`config.mk`:
```
export PLATFORM = sky130hd
export DESIGN_NAME = regfile_mp
export DESIGN_NICKNAME = d
export VERILOG_FILES = /design/src/rtl/regfile_mp.sv
export SDC_FILE = /design/constraint.sdc
export NUM_CORES = 2
export LEC_CHECK = 0
export BUFFER_PORTS_ARGS = -buffer_cell sky130_fd_sc_hd__buf_4
export CAP_MARGIN = 20
export CORE_MARGIN = 2
export CORE_UTILIZATION = 28
export DETAILED_ROUTE_END_ITERATION = 6
export MAX_ROUTING_LAYER = met4
export SLEW_MARGIN = 20
export SYNTH_ARGS = -nofsm -noshare
export SYNTH_HDL_FRONTEND = slang
export SYNTH_SLANG_ARGS = --single-unit
export TNS_END_PERCENT = 100
```
`constraint.sdc`:
```
create_clock -name clk -period 7.2 [get_ports clk]
set_input_delay 1.8 -clock clk [delete_from_list [all_inputs] [get_ports clk]]
set_output_delay 1.8 -clock clk [all_outputs]
set_load 0.02 [all_outputs]
```
`src/rtl/regfile_mp.sv`:
```
`default_nettype none
// ============================================================================
// Module      : regfile_mp
// Description : Parametrised multi-port register file with a pending-write
//               scoreboard. NUM_RD combinational read ports, two write-back
//               ports (wr1 beats wr0 on an address collision), and one busy
//               bit per entry.
//               A busy bit is set by an issue and cleared by a write or a
//               flush. An issue wins over a same-cycle write to the same entry.
//               When ZERO_REG is nonzero, entry 0 reads as zero and is
//               never busy.
// Option      : define REGFILE_BYPASS_EN to forward same-cycle write data
//               (and a cleared busy bit) onto matching read ports.
// Ports       : clk, rst            clock, synchronous active-high reset
//               i_rd_addr/o_rd_data read address/data, port k at slice k
//               o_rd_busy           busy bit seen by each read port
//               i_wr0_*             write port 0 (low priority)
//               i_wr1_*             write port 1 (high priority)
//               i_iss_en/i_iss_addr mark an entry as having a pending producer
//               i_flush             clear every busy bit
//               o_any_busy          OR of all registered busy bits
// Revision    : 1.0 - initial release
// ============================================================================
module regfile_mp #(
  parameter int DATA_W   = 32,
  parameter int ADDR_W   = 5,
  parameter int NUM_RD   = 2,
  parameter int ZERO_REG = 1
) (
  input  logic                     clk,
  input  logic                     rst,
  input  logic [NUM_RD*ADDR_W-1:0] i_rd_addr,
  output logic [NUM_RD*DATA_W-1:0] o_rd_data,
  output logic [NUM_RD-1:0]        o_rd_busy,
  input  logic                     i_wr0_en,
  input  logic [ADDR_W-1:0]        i_wr0_addr,
  input  logic [DATA_W-1:0]        i_wr0_data,
  input  logic                     i_wr1_en,
  input  logic [ADDR_W-1:0]        i_wr1_addr,
  input  logic [DATA_W-1:0]        i_wr1_data,
  input  logic                     i_iss_en,
  input  logic [ADDR_W-1:0]        i_iss_addr,
  input  logic                     i_flush,
  output logic                     o_any_busy
);

  localparam int c_DEPTH = 1 << ADDR_W;

  logic [DATA_W-1:0]  r_mem [c_DEPTH];
  logic [c_DEPTH-1:0] r_busy;
  logic [c_DEPTH-1:0] w_busy_nxt;
  logic               w_wr0_ok;
  logic               w_wr1_ok;

  // Writes to the hardwired zero entry are discarded.
  assign w_wr0_ok = i_wr0_en && !((ZERO_REG != 0) && (i_wr0_addr == '0));
  assign w_wr1_ok = i_wr1_en && !((ZERO_REG != 0) && (i_wr1_addr == '0));

  // Scoreboard next state. Later assignments take precedence: an issue
  // overrides a write-back clear, and a flush overrides everything.
  always_comb begin
    w_busy_nxt = r_busy;
    if (i_wr0_en) w_busy_nxt[i_wr0_addr] = 1'b0;
    if (i_wr1_en) w_busy_nxt[i_wr1_addr] = 1'b0;
    if (i_iss_en) w_busy_nxt[i_iss_addr] = 1'b1;
    if (i_flush)  w_busy_nxt = '0;
    if (ZERO_REG != 0) w_busy_nxt[0] = 1'b0;
  end

  always_ff @(posedge clk) begin
    if (rst) begin
      for (int a = 0; a < c_DEPTH; a++) begin
        r_mem[a] <= '0;
      end
      r_busy <= '0;
    end else begin
      // wr1 is assigned last, so it wins when both ports hit one entry.
      if (w_wr0_ok) r_mem[i_wr0_addr] <= i_wr0_data;
      if (w_wr1_ok) r_mem[i_wr1_addr] <= i_wr1_data;
      r_busy <= w_busy_nxt;
    end
  end

  assign o_any_busy = |r_busy;

  for (genvar k = 0; k < NUM_RD; k++) begin : g_rd
    logic [ADDR_W-1:0] w_addr;
    logic [DATA_W-1:0] w_data;
    logic              w_busy;

    assign w_addr = i_rd_addr[k*ADDR_W +: ADDR_W];

    always_comb begin
      w_data = r_mem[w_addr];
      w_busy = r_busy[w_addr];
`ifdef REGFILE_BYPASS_EN
      if (i_wr1_en && (i_wr1_addr == w_addr)) begin
        w_data = i_wr1_data;
        w_busy = 1'b0;
      end else if (i_wr0_en && (i_wr0_addr == w_addr)) begin
        w_data = i_wr0_data;
        w_busy = 1'b0;
      end
`endif
      // The zero entry masks any forwarded value as well.
      if ((ZERO_REG != 0) && (w_addr == '0)) begin
        w_data = '0;
        w_busy = 1'b0;
      end
    end

    assign o_rd_data[k*DATA_W +: DATA_W] = w_data;
    assign o_rd_busy[k]                  = w_busy;
  end

endmodule
`default_nettype wire

```
After elaboration in Yosys (flattened, before gate mapping) --
Memories as Yosys holds them, arrays and structs flattened. Index checks and enable logic that the tools add are counted.
Cells by class: $lt $le $gt $ge 8, multiplexer cells 31, bitwise logic cells 5, reductions and logical operators 15
Operators with widths (number):
- 32-bit two-way mux | 7
- 32-bit OR reduction | 3
- 32-bit AND | 2
- 32-bit inverter | 2
- 32-bit OR | 1
- 5-bit by 6-bit < comparator with 1-bit output, second input constant | 5
- 5-bit logical NOT | 4
- 1-bit two-way mux | 17
- 1-bit demux with 5-bit select | 3
- 5-bit by 1-bit greater-or-equal comparator with 1-bit output, second input constant | 3
- 1-bit binary-select mux with 5-bit select | 2
- 5-bit two-way mux | 2
- 1-bit logical AND | 5
- 1-bit logical NOT | 2
- 2-bit OR reduction | 1
Storage, ports and cells: register bits after elaboration 32, memory bits (writable) 1024, memories kept 1
Memories:
- r_mem | words 32, width 32, read ports 2, clocked after memory_dff 0, wr ports 32, line 49 | logic [DATA_W-1:0] r_mem [c_DEPTH];

Depth between registers and ports, before layout --
depth in word-level cells 11, depth in mapped cells 9, gate-level depth less buffers 4

Worst setup path after synthesis --
OpenSTA, ideal clock, no wires.
kind in2out, start point in i_rd_addr[0], end point out o_rd_data[10], data arrival time 3586 ps, required time 5400 ps, path slack 1814 ps, stages on the path 7, path buffers 4, cells stage by stage buf_2 -> buf_2 -> and2_1 -> buf_1 -> clkbuf_1 -> a22oi_1 -> a311oi_1
On the way: word-level cells in the longest chain between the ends 2, elaborated cells on any way between the ends 3, those cells by class mux: 1; reduce/logical: 1; memory: 1
Ends and longest elaborated chain:
- start, declared | line 32 | input logic [NUM_RD*ADDR_W-1:0] i_rd_addr,
- memory 32 x 32 bit / 5-bit logical NOT (equally long branches)
- 32-bit two-way mux (*) | line 106 | if ((ZERO_REG != 0) && (w_addr == '0)) begin
- end, declared | line 33 | output logic [NUM_RD*DATA_W-1:0] o_rd_data,
Mark *: on every way between the ends. The rest lies on a longest branch, timed or not.

Worst setup path in the final report --
start point in i_rd_addr[3], end point out o_rd_data[0]
Same word-level chain as after synthesis.

==> flow_summary.html <==
<table>
<tr><th>Metric</th><th>Value</th></tr>
<tr><th colspan="2">Floorplanning</th></tr>
<tr><td>Die area</td><td>0.2196 mm²</td></tr>
<tr><td>Initial core utilization</td><td>28.17%</td></tr>
<tr><td>Std-Cell Core Area</td><td>0.2146 mm²</td></tr>
<tr><td>Die Ht</td><td>468.7 µm</td></tr>
<tr><td>Row count</td><td>170</td></tr>
<tr><td>Number of top-level design ports</td><td>162</td></tr>
<tr><td>Die X-Extent</td><td>468.7 µm</td></tr>
<tr><th colspan="2">Critical path</th></tr>
<tr><td>Required time of the worst setup path</td><td>5.40 ns</td></tr>
<tr><td>Slack of the worst reg-to-reg path</td><td>6.43 ns</td></tr>
<tr><td>Worst EP arrival</td><td>4.86 ns</td></tr>
<tr><td>Worst Path Class, Setup</td><td>in2out</td></tr>
<tr><td>Element type at the critical path start</td><td>input port</td></tr>
<tr><td>Critical Path End Type</td><td>primary output</td></tr>
<tr><td>Critical Path Fanout Max</td><td>24</td></tr>
<tr><td>Start of the worst register-to-register path</td><td>r_busy[7]</td></tr>
<tr><td>Launching instance or port of the critical path</td><td>i_rd_addr[3]</td></tr>
<tr><th colspan="2">Placement</th></tr>
<tr><td>Post-detailed-placement half-perimeter wirelength</td><td>161800 µm</td></tr>
<tr><td>Worst setup timing slack at the placement stage</td><td>0.4362 ns</td></tr>
<tr><td>Instance area after placement</td><td>0.06531 mm²</td></tr>
<tr><td>Placer Congestion</td><td>0.9171</td></tr>
<tr><td>Count of input and output buffers</td><td>161</td></tr>
<tr><th colspan="2">CTS</th></tr>
<tr><td>CTS root buffer</td><td>sky130_fd_sc_hd__clkbuf_16</td></tr>
<tr><td>Clock slew seen by the registers of the worst setup and hold paths</td><td>0.06 ns</td></tr>
<tr><td>Post-CTS Resized</td><td>0</td></tr>
<tr><td>CTS tree</td><td>yes</td></tr>
<tr><td>Longest Clk Path Bufs</td><td>3</td></tr>
<tr><td>Post-CTS Hold Fix Bufs</td><td>0</td></tr>
<tr><td>Postcts setup bufs</td><td>0</td></tr>
<tr><td>Clk sink count</td><td>1055</td></tr>
<tr><td>H-tree Lvls</td><td>3</td></tr>
<tr><td>Insertion delay of the later-clocked pin in the worst-skew pair</td><td>0.76 ns</td></tr>
<tr><td>Clock buffer count from CTS</td><td>113</td></tr>
<tr><th colspan="2">Logic synthesis</th></tr>
<tr><td>Count of flip-flops with a built-in enable after synthesis</td><td>1024</td></tr>
<tr><td>Number of cells produced by synthesis</td><td>4109</td></tr>
<tr><td>Portion of synthesized cell area occupied by the leading cell type</td><td>50.87%</td></tr>
<tr><td>Portion of the post-synthesis area used by sequential elements</td><td>51.89%</td></tr>
<tr><td>Number of library cell types mapped by synthesis</td><td>54</td></tr>
<tr><td>Netlist area before placement</td><td>0.06045 mm²</td></tr>
<tr><td>Synthesis-stage register bit count</td><td>1055</td></tr>
<tr><td>Area leader, netlist</td><td>sky130_fd_sc_hd__edfxtp_1</td></tr>
<tr><td>Synthesized area per cell</td><td>14.71 µm²</td></tr>
<tr><td>Dominant register cell in the synthesized netlist</td><td>sky130_fd_sc_hd__edfxtp_1</td></tr>
<tr><td>Proportion of register bits with asynchronous set or reset after synthesis</td><td>0%</td></tr>
<tr><td>Most frequently used cell type in the post-synthesis netlist</td><td>sky130_fd_sc_hd__edfxtp_1</td></tr>
<tr><td>Count of warnings emitted by yosys</td><td>0</td></tr>
<tr><td>Cell types with the highest counts after synthesis</td><td>sky130_fd_sc_hd__edfxtp_1, sky130_fd_sc_hd__a22o_1, sky130_fd_sc_hd__mux4_2, sky130_fd_sc_hd__clkbuf_1, sky130_fd_sc_hd__buf_2</td></tr>
<tr><td>Cell types with the largest area share after synthesis</td><td>sky130_fd_sc_hd__edfxtp_1, sky130_fd_sc_hd__mux4_2, sky130_fd_sc_hd__a22o_1</td></tr>
<tr><th colspan="2">Global routing</th></tr>
<tr><td>Initial antenna violation count</td><td>15</td></tr>
<tr><td>Maximum number of pins on one net before global-route repair</td><td>62</td></tr>
<tr><td>Wire length of the first global-routing pass</td><td>358400 µm</td></tr>
<tr><td>Final global-route overflow total</td><td>0</td></tr>
<tr><td>All-layer global routing usage</td><td>23.78%</td></tr>
<tr><td>Number of global-route vias before repair</td><td>45.05k</td></tr>
<tr><th colspan="2">STA</th></tr>
<tr><td>Share of the clock period used by the worst path after layout</td><td>92.51%</td></tr>
<tr><td>Worst Slack Setup Final</td><td>0.5396 ns</td></tr>
<tr><td>Fin. max-slew vios</td><td>0</td></tr>
<tr><td>Total Neg Setup Slack</td><td>0 ns</td></tr>
<tr><td>Setup skew after layout</td><td>0 ns</td></tr>
<tr><td>Worst-margin pin slew</td><td>1.166 ns</td></tr>
<tr><td>Tmin final</td><td>6.660 ns</td></tr>
<tr><td>Final setup violation count</td><td>0</td></tr>
<tr><td>Setup repair after global routing missed its margin</td><td>no</td></tr>
<tr><td>Highest clock rate</td><td>0.1501 GHz</td></tr>
<tr><td>Count of final hold-check violations</td><td>0</td></tr>
<tr><td>Rel. slew slack</td><td>21.65%</td></tr>
<tr><th colspan="2">Min path</th></tr>
<tr><td>Path class of the lowest-slack min-delay path</td><td>reg2reg</td></tr>
<tr><td>Hold path startpoint</td><td>r_busy[6]</td></tr>
<tr><th colspan="2">Route</th></tr>
<tr><td>First-iteration detailed-routing DRC count</td><td>7936</td></tr>
<tr><td>Final WL</td><td>261200 µm</td></tr>
<tr><td>Number of vias in the routed layout</td><td>45.86k</td></tr>
<tr><td>Vias per std cell</td><td>6.580</td></tr>
<tr><td>Detailed-route wire length per cell</td><td>37.48 µm</td></tr>
<tr><td>Post-detailed-route count of antenna-violating nets</td><td>0</td></tr>
<tr><td>1st-pass router iterations</td><td>7</td></tr>
<tr><td>DRC</td><td>1</td></tr>
<tr><th colspan="2">Final layout</th></tr>
<tr><td>Final Net Count</td><td>4118</td></tr>
<tr><td>Total of fill cells in the finished design</td><td>20.73k</td></tr>
<tr><td>Final design utilization</td><td>32.05%</td></tr>
<tr><td>Share of layout cells above drive strength 1</td><td>29.05%</td></tr>
<tr><td>Design Area, Final</td><td>0.06878 mm²</td></tr>
<tr><td>Area Growth Syn to Fin</td><td>13.78%</td></tr>
<tr><th colspan="2">Power and ir drop</th></tr>
<tr><td>Power Density</td><td>221.1 mW/mm²</td></tr>
<tr><td>Total power after layout</td><td>15.21 mW</td></tr>
<tr><td>Max IR drop VDD</td><td>204.3 µV</td></tr>
<tr><td>Leakage power summed over all cells</td><td>22.55 nW</td></tr>
<tr><th colspan="2">Job</th></tr>
<tr><td># Max-Cap Violations</td><td>0</td></tr>
<tr><th colspan="2">Run status</th></tr>
<tr><td>Violations in the final reports</td><td>DRC</td></tr>
<tr><td>Result of the run</td><td>finished, violations left</td></tr>
</table>
==> report_power, final <==
part	switching (mW)	total, mW	leakage [nW]	internal, mW
Clock	2.60	5.68	1.68	3.08
Combinational	1.39	2.25	10.8	0.862
Sequential	0.183	7.28	10.0	7.10
==> sequential cells by signal (all words and copies together), names as in the netlist <==
| name | cells |
|---|---|
| r_mem | 1024 |
| r_busy | 31 |
==> layout make-up <==
class / instances / area (µm²) / area share (%)
sequential: 1055 / 31370 / 45.61
multi-input combinational: 2451 / 27010 / 39.27
tap: 2838 / 3551 / 5.163
timing repair buffer: 399 / 3371 / 4.901
clock buffer: 141 / 2933 / 4.264
clock inverter: 68 / 489.2 / 0.7113
antenna: 15 / 37.54 / 0.05457
inverter: 3 / 16.27 / 0.02365
==> per-stage QoR <==
step / hold WS, ns / instances
after global routing: 0.6092 / 6968
final: 0.5727 / 6970
after CTS: 0.5693 / 6955
after global placement: 0.5448 / 6746
after detailed placement: 0.5522 / 6746
after floorplan: 0.4918 / 4140
==> metal layers <==
metal | vias up | GRT usage [%] | routed length [µm]
met5 | - | - | 0
met4 | 0 | 11.31 | 14030
met3 | 725 | 7.657 | 34740
met2 | 3852 | 35.60 | 118100
met1 | 23900 | 28.98 | 94330
li1 | 17390 | - | -
==> placed cells by master, fill, tap and decap left out, drive strengths merged, types with 5 or more instances in the layout <==
master and n:
a211o 21, a211oi 64, a221oi 50, a22o 992
a22oi 128, a311o 6, a311oi 66, and3 8
and3b 14, buf 399, bufinv 6, clkbuf 141
clkinv 59, conb 32, dfxtp 31, diode 15
edfxtp 1024, mux2 68, mux2i 132, mux4 460
nand2 38, nand2b 9, nand3b 7, nor2 64
nor2b 69, nor3 40, nor3b 12, nor4 8
o2111ai 16, o21ai 116, or3b 5
==> logic make-up after synthesis <==
family                 synth area share [%]
AOI/OAI and AO/OA                     20.08
buffers and inverters                 4.396
DFF                                   51.89
muxes                                 20.59
other                              0.006203
and+or+nand+nor                       3.032
==> worst max-delay path, stage by stage <==
cell and delay [ns]:
sky130_fd_sc_hd__buf_4 0.38, sky130_fd_sc_hd__nor2b_4 0.85, sky130_fd_sc_hd__buf_4 0.42, sky130_fd_sc_hd__a22oi_1 0.25, sky130_fd_sc_hd__a311oi_1 0.74, sky130_fd_sc_hd__buf_4 0.22
sky130_fd_sc_hd__buf_4 0.13
==> final timing paths <==
kind / endpoint / cells past startpoint
worst max-delay path: o_rd_data[0] / 7
worst min-delay path: r_busy[6] / 2
worst max register to register: r_busy[7] / 2
worst min register to register: r_busy[6] / 2
(Power assumes the default switching activity.)
